`config.mk`:
```
export PLATFORM = sky130hd
export DESIGN_NAME = dds_sweep_ctrl
export DESIGN_NICKNAME = d
export VERILOG_FILES = /design/src/rtl/dds_sweep_ctrl.sv
export SDC_FILE = /design/constraint.sdc
export NUM_CORES = 1
export LEC_CHECK = 0
export ABC_AREA = 1
export BUFFER_PORTS_ARGS = -buffer_cell sky130_fd_sc_hd__buf_4
export CAP_MARGIN = 0
export CORE_MARGIN = 10
export CORE_UTILIZATION = 65
export DETAILED_ROUTE_END_ITERATION = 6
export PLACE_DENSITY = 0.91
export SLEW_MARGIN = 30
export SYNTH_ARGS = -nofsm -noshare
export SYNTH_HDL_FRONTEND = slang
export SYNTH_SLANG_ARGS = --single-unit
```
`constraint.sdc`:
```
create_clock -name clk -period 7 [get_ports clk]
set_input_delay 1.4 -clock clk [delete_from_list [all_inputs] [get_ports clk]]
set_output_delay 1.4 -clock clk [all_outputs]
set_load 0.01 [all_outputs]
```
`src/rtl/dds_sweep_ctrl.sv`:
```
// Frequency-sweep scheduler: steps the DDS phase-increment word from f_start to f_stop,
// holding each word for a programmable number of sample ticks (single, sawtooth or triangle).
module dds_sweep_ctrl #(
  parameter int unsigned FW = 24,
  parameter int unsigned DW = 16
) (
  input  logic          clk,
  input  logic          rst,
  input  logic          start,
  input  logic          abort,
  input  logic [1:0]    mode,
  input  logic [FW-1:0] f_start,
  input  logic [FW-1:0] f_stop,
  input  logic [FW-1:0] f_step,
  input  logic [DW-1:0] dwell,
  input  logic          tick,
  output logic [FW-1:0] freq_word,
  output logic          freq_load,
  output logic          busy,
  output logic          done,
  output logic          cfg_err
);

  typedef enum logic [1:0] {
    ST_IDLE,
    ST_DWELL,
    ST_STEP
  } state_e;

  state_e        state_q, state_d;
  logic [1:0]    mode_q, mode_d;
  logic [FW-1:0] lo_q, lo_d;
  logic [FW-1:0] hi_q, hi_d;
  logic [FW-1:0] inc_q, inc_d;
  logic [FW-1:0] word_q, word_d;
  logic [DW-1:0] dwell_q, dwell_d;
  logic [DW-1:0] cnt_q, cnt_d;
  logic          down_q, down_d;
  logic          load_q, load_d;
  logic          busy_q, busy_d;
  logic          done_q, done_d;
  logic          err_q, err_d;

  logic [FW:0]   sum_c;
  logic [FW:0]   diff_c;
  logic [FW-1:0] up_nxt_c;
  logic [FW-1:0] dn_nxt_c;

  // One extra bit on both sides so the clamps see overflow / borrow instead of a wrapped word
  assign sum_c    = {1'b0, word_q} + {1'b0, inc_q};
  assign diff_c   = {1'b0, word_q} - {1'b0, inc_q};
  assign up_nxt_c = (sum_c >= {1'b0, hi_q}) ? hi_q : sum_c[FW-1:0];
  assign dn_nxt_c = (diff_c[FW] || (diff_c[FW-1:0] <= lo_q)) ? lo_q : diff_c[FW-1:0];

  // Next-state and output decode
  always_comb begin
    state_d = state_q;
    mode_d  = mode_q;
    lo_d    = lo_q;
    hi_d    = hi_q;
    inc_d   = inc_q;
    word_d  = word_q;
    dwell_d = dwell_q;
    cnt_d   = cnt_q;
    down_d  = down_q;
    load_d  = 1'b0;
    busy_d  = busy_q;
    done_d  = 1'b0;
    err_d   = 1'b0;

    if (abort) begin
      state_d = ST_IDLE;
      busy_d  = 1'b0;
      cnt_d   = '0;
    end else begin
      case (state_q)
        ST_IDLE: begin
          if (start) begin
            if ((f_step != '0) && (f_start <= f_stop)) begin
              mode_d  = mode;
              lo_d    = f_start;
              hi_d    = f_stop;
              inc_d   = f_step;
              dwell_d = (dwell == '0) ? DW'(1) : dwell;
              word_d  = f_start;
              load_d  = 1'b1;
              busy_d  = 1'b1;
              down_d  = 1'b0;
              cnt_d   = '0;
              state_d = ST_DWELL;
            end else begin
              err_d = 1'b1;
            end
          end
        end
        ST_DWELL: begin
          if (tick) begin
            if (cnt_q == dwell_q - DW'(1)) begin
              cnt_d   = '0;
              state_d = ST_STEP;
            end else begin
              cnt_d = cnt_q + DW'(1);
            end
          end
        end
        ST_STEP: begin
          state_d = ST_DWELL;
          load_d  = 1'b1;
          if (!down_q) begin
            if (word_q < hi_q) begin
              word_d = up_nxt_c;
            end else if (mode_q == 2'd1) begin
              word_d = lo_q;
            end else if (mode_q == 2'd2) begin
              down_d = 1'b1;
              word_d = dn_nxt_c;
            end else begin
              state_d = ST_IDLE;
              load_d  = 1'b0;
              busy_d  = 1'b0;
              done_d  = 1'b1;
            end
          end else if (word_q > lo_q) begin
            word_d = dn_nxt_c;
          end else begin
            down_d = 1'b0;
            word_d = up_nxt_c;
          end
        end
        default: state_d = ST_IDLE;
      endcase
    end
  end

  always_ff @(posedge clk) begin
    if (rst) begin
      state_q <= ST_IDLE;
      mode_q  <= '0;
      lo_q    <= '0;
      hi_q    <= '0;
      inc_q   <= '0;
      word_q  <= '0;
      dwell_q <= '0;
      cnt_q   <= '0;
      down_q  <= 1'b0;
      load_q  <= 1'b0;
      busy_q  <= 1'b0;
      done_q  <= 1'b0;
      err_q   <= 1'b0;
    end else begin
      state_q <= state_d;
      mode_q  <= mode_d;
      lo_q    <= lo_d;
      hi_q    <= hi_d;
      inc_q   <= inc_d;
      word_q  <= word_d;
      dwell_q <= dwell_d;
      cnt_q   <= cnt_d;
      down_q  <= down_d;
      load_q  <= load_d;
      busy_q  <= busy_d;
      done_q  <= done_d;
      err_q   <= err_d;
    end
  end

  assign freq_word = word_q;
  assign freq_load = load_q;
  assign busy      = busy_q;
  assign done      = done_q;
  assign cfg_err   = err_q;

endmodule

```
==> results of run 1 <==
registers in the layout (all words and copies together) (netlist names), 2 cells and up:
register and cells:
cnt_q 16, dwell_q 16, freq_word 24, hi_q 24, inc_q 24, lo_q 24
mode_q 2, state_q 2
layer usage:
metal,track usage,part of all wire,vias up
met2,0.540,0.44,989
met1,0.414,0.38,7175
li1,-,-,7605
met4,0.176,0.057,0
met5,0,0,-
met3,0.0812,0.12,233
final timing paths:
check	end	cells after the start	start	slack, ps
worst min-delay path	inc_q[4]	2	inc_q[4]	480
worst min register to register	inc_q[4]	2	inc_q[4]	480
worst max register to register	freq_word[12]	27	freq_word[8]	1780
worst max-delay path	freq_word[12]	27	freq_word[8]	1780
cell families after synthesis:
logic type | share of synthesized area
DFF | 0.195
adders and majority gates | 0.155
AOI/OAI and AO/OA | 0.140
xor gates and xnor gates | 0.0396
and+or+nand+nor | 0.352
buffers and inverters | 0.119
stage by stage:
stage               worst slack (ps)  instances  power [mW]
finish                          1780       2670        3.72
global route                    1640       2670        3.94
CTS                             2040       2670        3.64
detailed placement              2010       2638        2.70
global placement                2070       2638        2.64
floorplan                       3350       2316        2.25
layout make-up:
type | instances | area [µm²] | share of cell area
Multi-Input combinational cell | 1767 | 9700 | 0.622
Sequential cell | 137 | 2740 | 0.176
Inverter | 330 | 1240 | 0.0798
Timing Repair Buffer | 129 | 968 | 0.0621
Clock buffer | 17 | 425 | 0.0273
Tap cell | 275 | 344 | 0.0221
Clock inverter | 15 | 174 | 0.0112
placed cells by master (no fill, tap or decap), types with 3 or more instances in the layout:
| cell type | n |
|---|---|
| a21oi_1 | 227 |
| nor3_1 | 20 |
| nand4_1 | 54 |
| ha_1 | 171 |
| dfxtp_1 | 137 |
| nand2_1 | 637 |
| inv_2 | 9 |
| nor2_2 | 5 |
| nand3_2 | 3 |
| o211ai_1 | 6 |
| o21a_1 | 4 |
| o21bai_1 | 10 |
| clkbuf_16 | 17 |
| nand3b_1 | 6 |
| a21o_1 | 6 |
| nand2_4 | 3 |
| inv_1 | 316 |
| xor2_1 | 52 |
| nor2_1 | 232 |
| nand2_2 | 18 |
| nor3b_1 | 3 |
| xnor2_1 | 9 |
| nand3_1 | 151 |
| a211oi_1 | 3 |
| nand3_4 | 3 |
| nor4_1 | 12 |
| buf_4 | 129 |
| o21ai_0 | 114 |
| inv_8 | 6 |
| clkinv_8 | 4 |
worst max-delay path, delay by kind of cell, from the launching register on:
family,cells,cell delay [ps]
buffers and inverters,3,500
XOR/XNOR,1,200
flip-flops,1,650
AND/OR/NAND/NOR,19,2640
adder cells (fa/ha/maj),2,700
AO/OA/AOI/OAI,2,360
power by group through the flow:
stage / logic, mW / clock network, mW / registers, mW
after floorplan: 1.37 / 0 / 0.880
after global placement: 1.74 / 0 / 0.894
after detailed placement: 1.80 / 0 / 0.896
after CTS: 1.83 / 0.933 / 0.879
after global routing: 2.09 / 0.959 / 0.886
final: 1.91 / 0.933 / 0.883
==> results.ini, run 1 <==
[place]
gp_congestion=1.06
place_hpwl_um=38500
port_buffers=122
post_dp_cell_area_um2=15000

[synthesis]
yosys_most_used_dff=dfxtp_1
netlist_top_cells_count=nand2_1, inv_1, nor2_1
synth_top_area_cell=dfxtp_1
ys_seq_area_frac=0.195
synth_top_cell_area_share=0.195
ys_warn_count=0
synth_seq_cells=137
synth_area_leaders=dfxtp_1, nand2_1, ha_1
synth-edff-count=0
synth_cell_types=46
syn_inst=2316
synth_area_per_cell_um2=6.08
yosysMostFrequentCell=nand2_1
ys_async_sr_fraction=0
syn-num-nets=2584
synth.cell_area_um2=14100

[sta]
clock_skew_ps=17.1
holdWs_ps=483
rsz0062_at_grt=no
timing.fmax_mhz=191
finalSetupViolCount=0
finalCriticalPeriod_ps=5220
slew_viol_final=0
worst_slew_pin_slew_ps=884
setup_tns_ps=0
slew_headroom=0.410
hold_viol=0
fin_crit_sh=0.746

[power_and_ir_drop]
pwr-share-seq=0.237
swShare=0.482
leakagePower_nw=8.07
ir_drop_v=0.000192
p_comb_frac=0.512
clock_power_share=0.251
power.density_nw_per_um2=239
p_int_mw=1.93
switchingPower_mw=1.79

[floorplanning]
core_um2=21200
die_y_um=167
row_count=53
start_util=0.665
die_area_um2=27900
die_x_um=167
ios=123

[global_route]
grt_pass1_wl_um=78200
grt_pass1_vias=15400
grt.overflow.total=0
grt_util_all_layers=0.338
antenna_found_initial=0
grt_max_degree=85

[clocking]
cts_tree=yes
cts_made_buffers=17
clkTransAtPathRegs_ps=70
ctsHoldBuffers=0
clockBufferDepth=2
insertion_delay_ps=450
htree_levels=4
postCtsResizedCells=0
clockRootBuffer=clkbuf_16
cts_sinks=137
cts_setup_buffers=0

[final_layout]
final_nets=2650
area_delta_synth_final_pct=10.8
drive_gt1_frac=0.0902
fillerInstances=1803
antenna_cells=0
design_area_um2=15600
fin_util=0.737

[route]
wl_per_cell_um=18.6
drt_iter0_markers=1930
remaining_drc_errors=15
route.vias.total=16000
ant_nets=0
drt-vias-per-instance=5.99
wl_um=49600
dr.pass1.iters=7

[setup_path]
crit_fanout=24
path_class=reg2reg
crit_arrival_ps=5530
max_stage_delay_ps=650
crit_required_ps=7310
crit_slowest_cell=dfxtp_1
cp-end-kind=register
cp-start-kind=register
cp_common_cell=nand2_1

[outcome]
violations=DRC
status=finished with violations

[min_path]
worst_hold_path_type=reg2reg

[flow_run]
drv_cap=0

Note: power is estimated with default switching activity, not from simulation.
==> run 2: changes to the inputs <==
- CORE_UTILIZATION: 65 -> 62
- PLACE_DENSITY: 0.91 -> 0.87
- clock period: 7 -> 5.45 ns (I/O delays scaled with it)
==> results.ini, run 2 (synthesis results as in run 1) <==
[setup_path]
critPathLaunch=freq_word[0]
cp-start-kind=register
crit_fanout=26
max_stage_delay_ps=420
reg2regPathDepth=27
reg2reg_from=freq_word[0]
cp_common_cell=nand2_1
r2r_end=freq_word[11]
path_class=reg2reg
cp_num_buf_inv=3
crit_required_ps=5730
regToRegSetupSlack_ps=520
path_delay_family=simple AND/OR/NAND/NOR gates
crit_slowest_cell=dfxtp_1
cp-end-kind=register
crit_arrival_ps=5210

[clocking]
clockRootBuffer=clkbuf_16
cts_tree=yes
htree_levels=4
ctsHoldBuffers=0
insertion_delay_ps=440
clockBufferDepth=2
cts_setup_buffers=0
clkTransAtPathRegs_ps=70
cts_made_buffers=17
postCtsResizedCells=0
cts_sinks=137

[global_route]
antenna_found_initial=1
grt_max_degree=73
grt_pass1_vias=15200
grt_util_all_layers=0.346
grt_pass1_wl_um=79300
grt.overflow.total=0

[sta]
clock_skew_ps=15.5
hold_viol=0
rsz0062_at_grt=no
fin_crit_sh=0.904
holdWs_ps=473
timing.fmax_mhz=203
finalCriticalPeriod_ps=4930
slew_headroom=0.394
slew_viol_final=0
setup_tns_ps=0
worst_slew_pin_slew_ps=908
finalSetupViolCount=0

[power_and_ir_drop]
leakagePower_nw=8.20
ir_drop_v=0.000242
power.density_nw_per_um2=312
totalPowerFinal_mw=4.93

[final_layout]
antenna_cells=0
layout_common_cells=nand2_1, inv_1, nor2_1
area_delta_synth_final_pct=12.2
final_nets=2672
layout_commonest_cell=nand2_1
drive_gt1_frac=0.0976

[floorplanning]
ios=123
die_area_um2=29100
die_x_um=171
start_util=0.626
die_y_um=171
row_count=55
core_um2=22500

[route]
drt_iter0_markers=1877
wl_per_cell_um=18.9
route.vias.total=16000
ant_nets=0
dr.pass1.iters=7
remaining_drc_errors=2
drt-vias-per-instance=5.93
wl_um=51000

[flow_run]
drv_cap=0

[place]
gp_congestion=0.997
port_buffers=122
place_hpwl_um=39900

[min_path]
holdPathEnd=dwell_q[15]
holdPathStages=2
min-delay-start=dwell_q[15]
worst_hold_path_type=reg2reg

[outcome]
status=finished with violations
violations=DRC

## run 2: worst max-delay path by stage
stage | depth (start not counted) | slack [ps] | to
4_1_cts | 26 | 730 | freq_word[11]
6_report | 27 | 520 | freq_word[11]
3_5_place_dp | 26 | 830 | freq_word[11]
5_1_grt | 27 | 230 | freq_word[11]
2_1_floorplan | 30 | 1800 | freq_word[16]
3_3_place_gp | 27 | 940 | freq_word[6]
## run 2: cell type report
type | count | area (µm²)
flip-flops and latches | 137 | 2740
well taps | 285 | 357
multi-input cells | 1767 | 9680
clock buffers | 19 | 443
inverters | 330 | 1240
fillers | 1981 | 6700
clock inverters | 13 | 185
repair buffers | 151 | 1150
## run 2: worst register-to-register path, cell delays in order, from the launching register on
cell and delay, ps:
dfxtp_1 420, ha_1 290, inv_1 80, fa_1 420
nor2_1 150, nand2_1 80, nand2_2 130, nand2_1 70
nand2_1 160, xor2_1 310, inv_1 90, ha_1 300
nand2_1 70, nor2_1 240, nand3b_1 150, nand3_1 150
nand2_1 70, nand2_1 60, nand2_1 260, nand3_2 280
buf_4 350, nand2_1 120, nand3_1 110, nand2_1 70
nor2_1 120, nand2_1 80, nand2_1 80, a21oi_1 80
## run 2: stage by stage
| step | cells | worst slack [ps] | utilization | cell area [µm²] |
|---|---|---|---|---|
| final | 2702 | 522 | 0.702 | 15800 |
| after global routing | 2702 | 234 | 0.702 | 15800 |
| after CTS | 2702 | 729 | 0.702 | 15800 |
| after detailed placement | 2670 | 831 | 0.674 | 15200 |
| after global placement | 2670 | 938 | 0.674 | 15200 |
| after floorplan | 2316 | 1800 | - | 14100 |
## run 2: layer usage
metal	vias up	part of all wire	GRT usage
met1	7252	0.39	0.432
met3	173	0.12	0.0963
met4	2	0.043	0.141
li1	7658	-	-
met2	940	0.44	0.549
met5	-	0.00025	0
## run 2: report_power, final
group / switching, mW / internal, mW / total [mW] / leakage (nW)
logic: 1.70 / 0.811 / 2.51 / 6.78
registers: 0.0580 / 1.06 / 1.12 / 1.12
clock network: 0.547 / 0.748 / 1.30 / 0.300
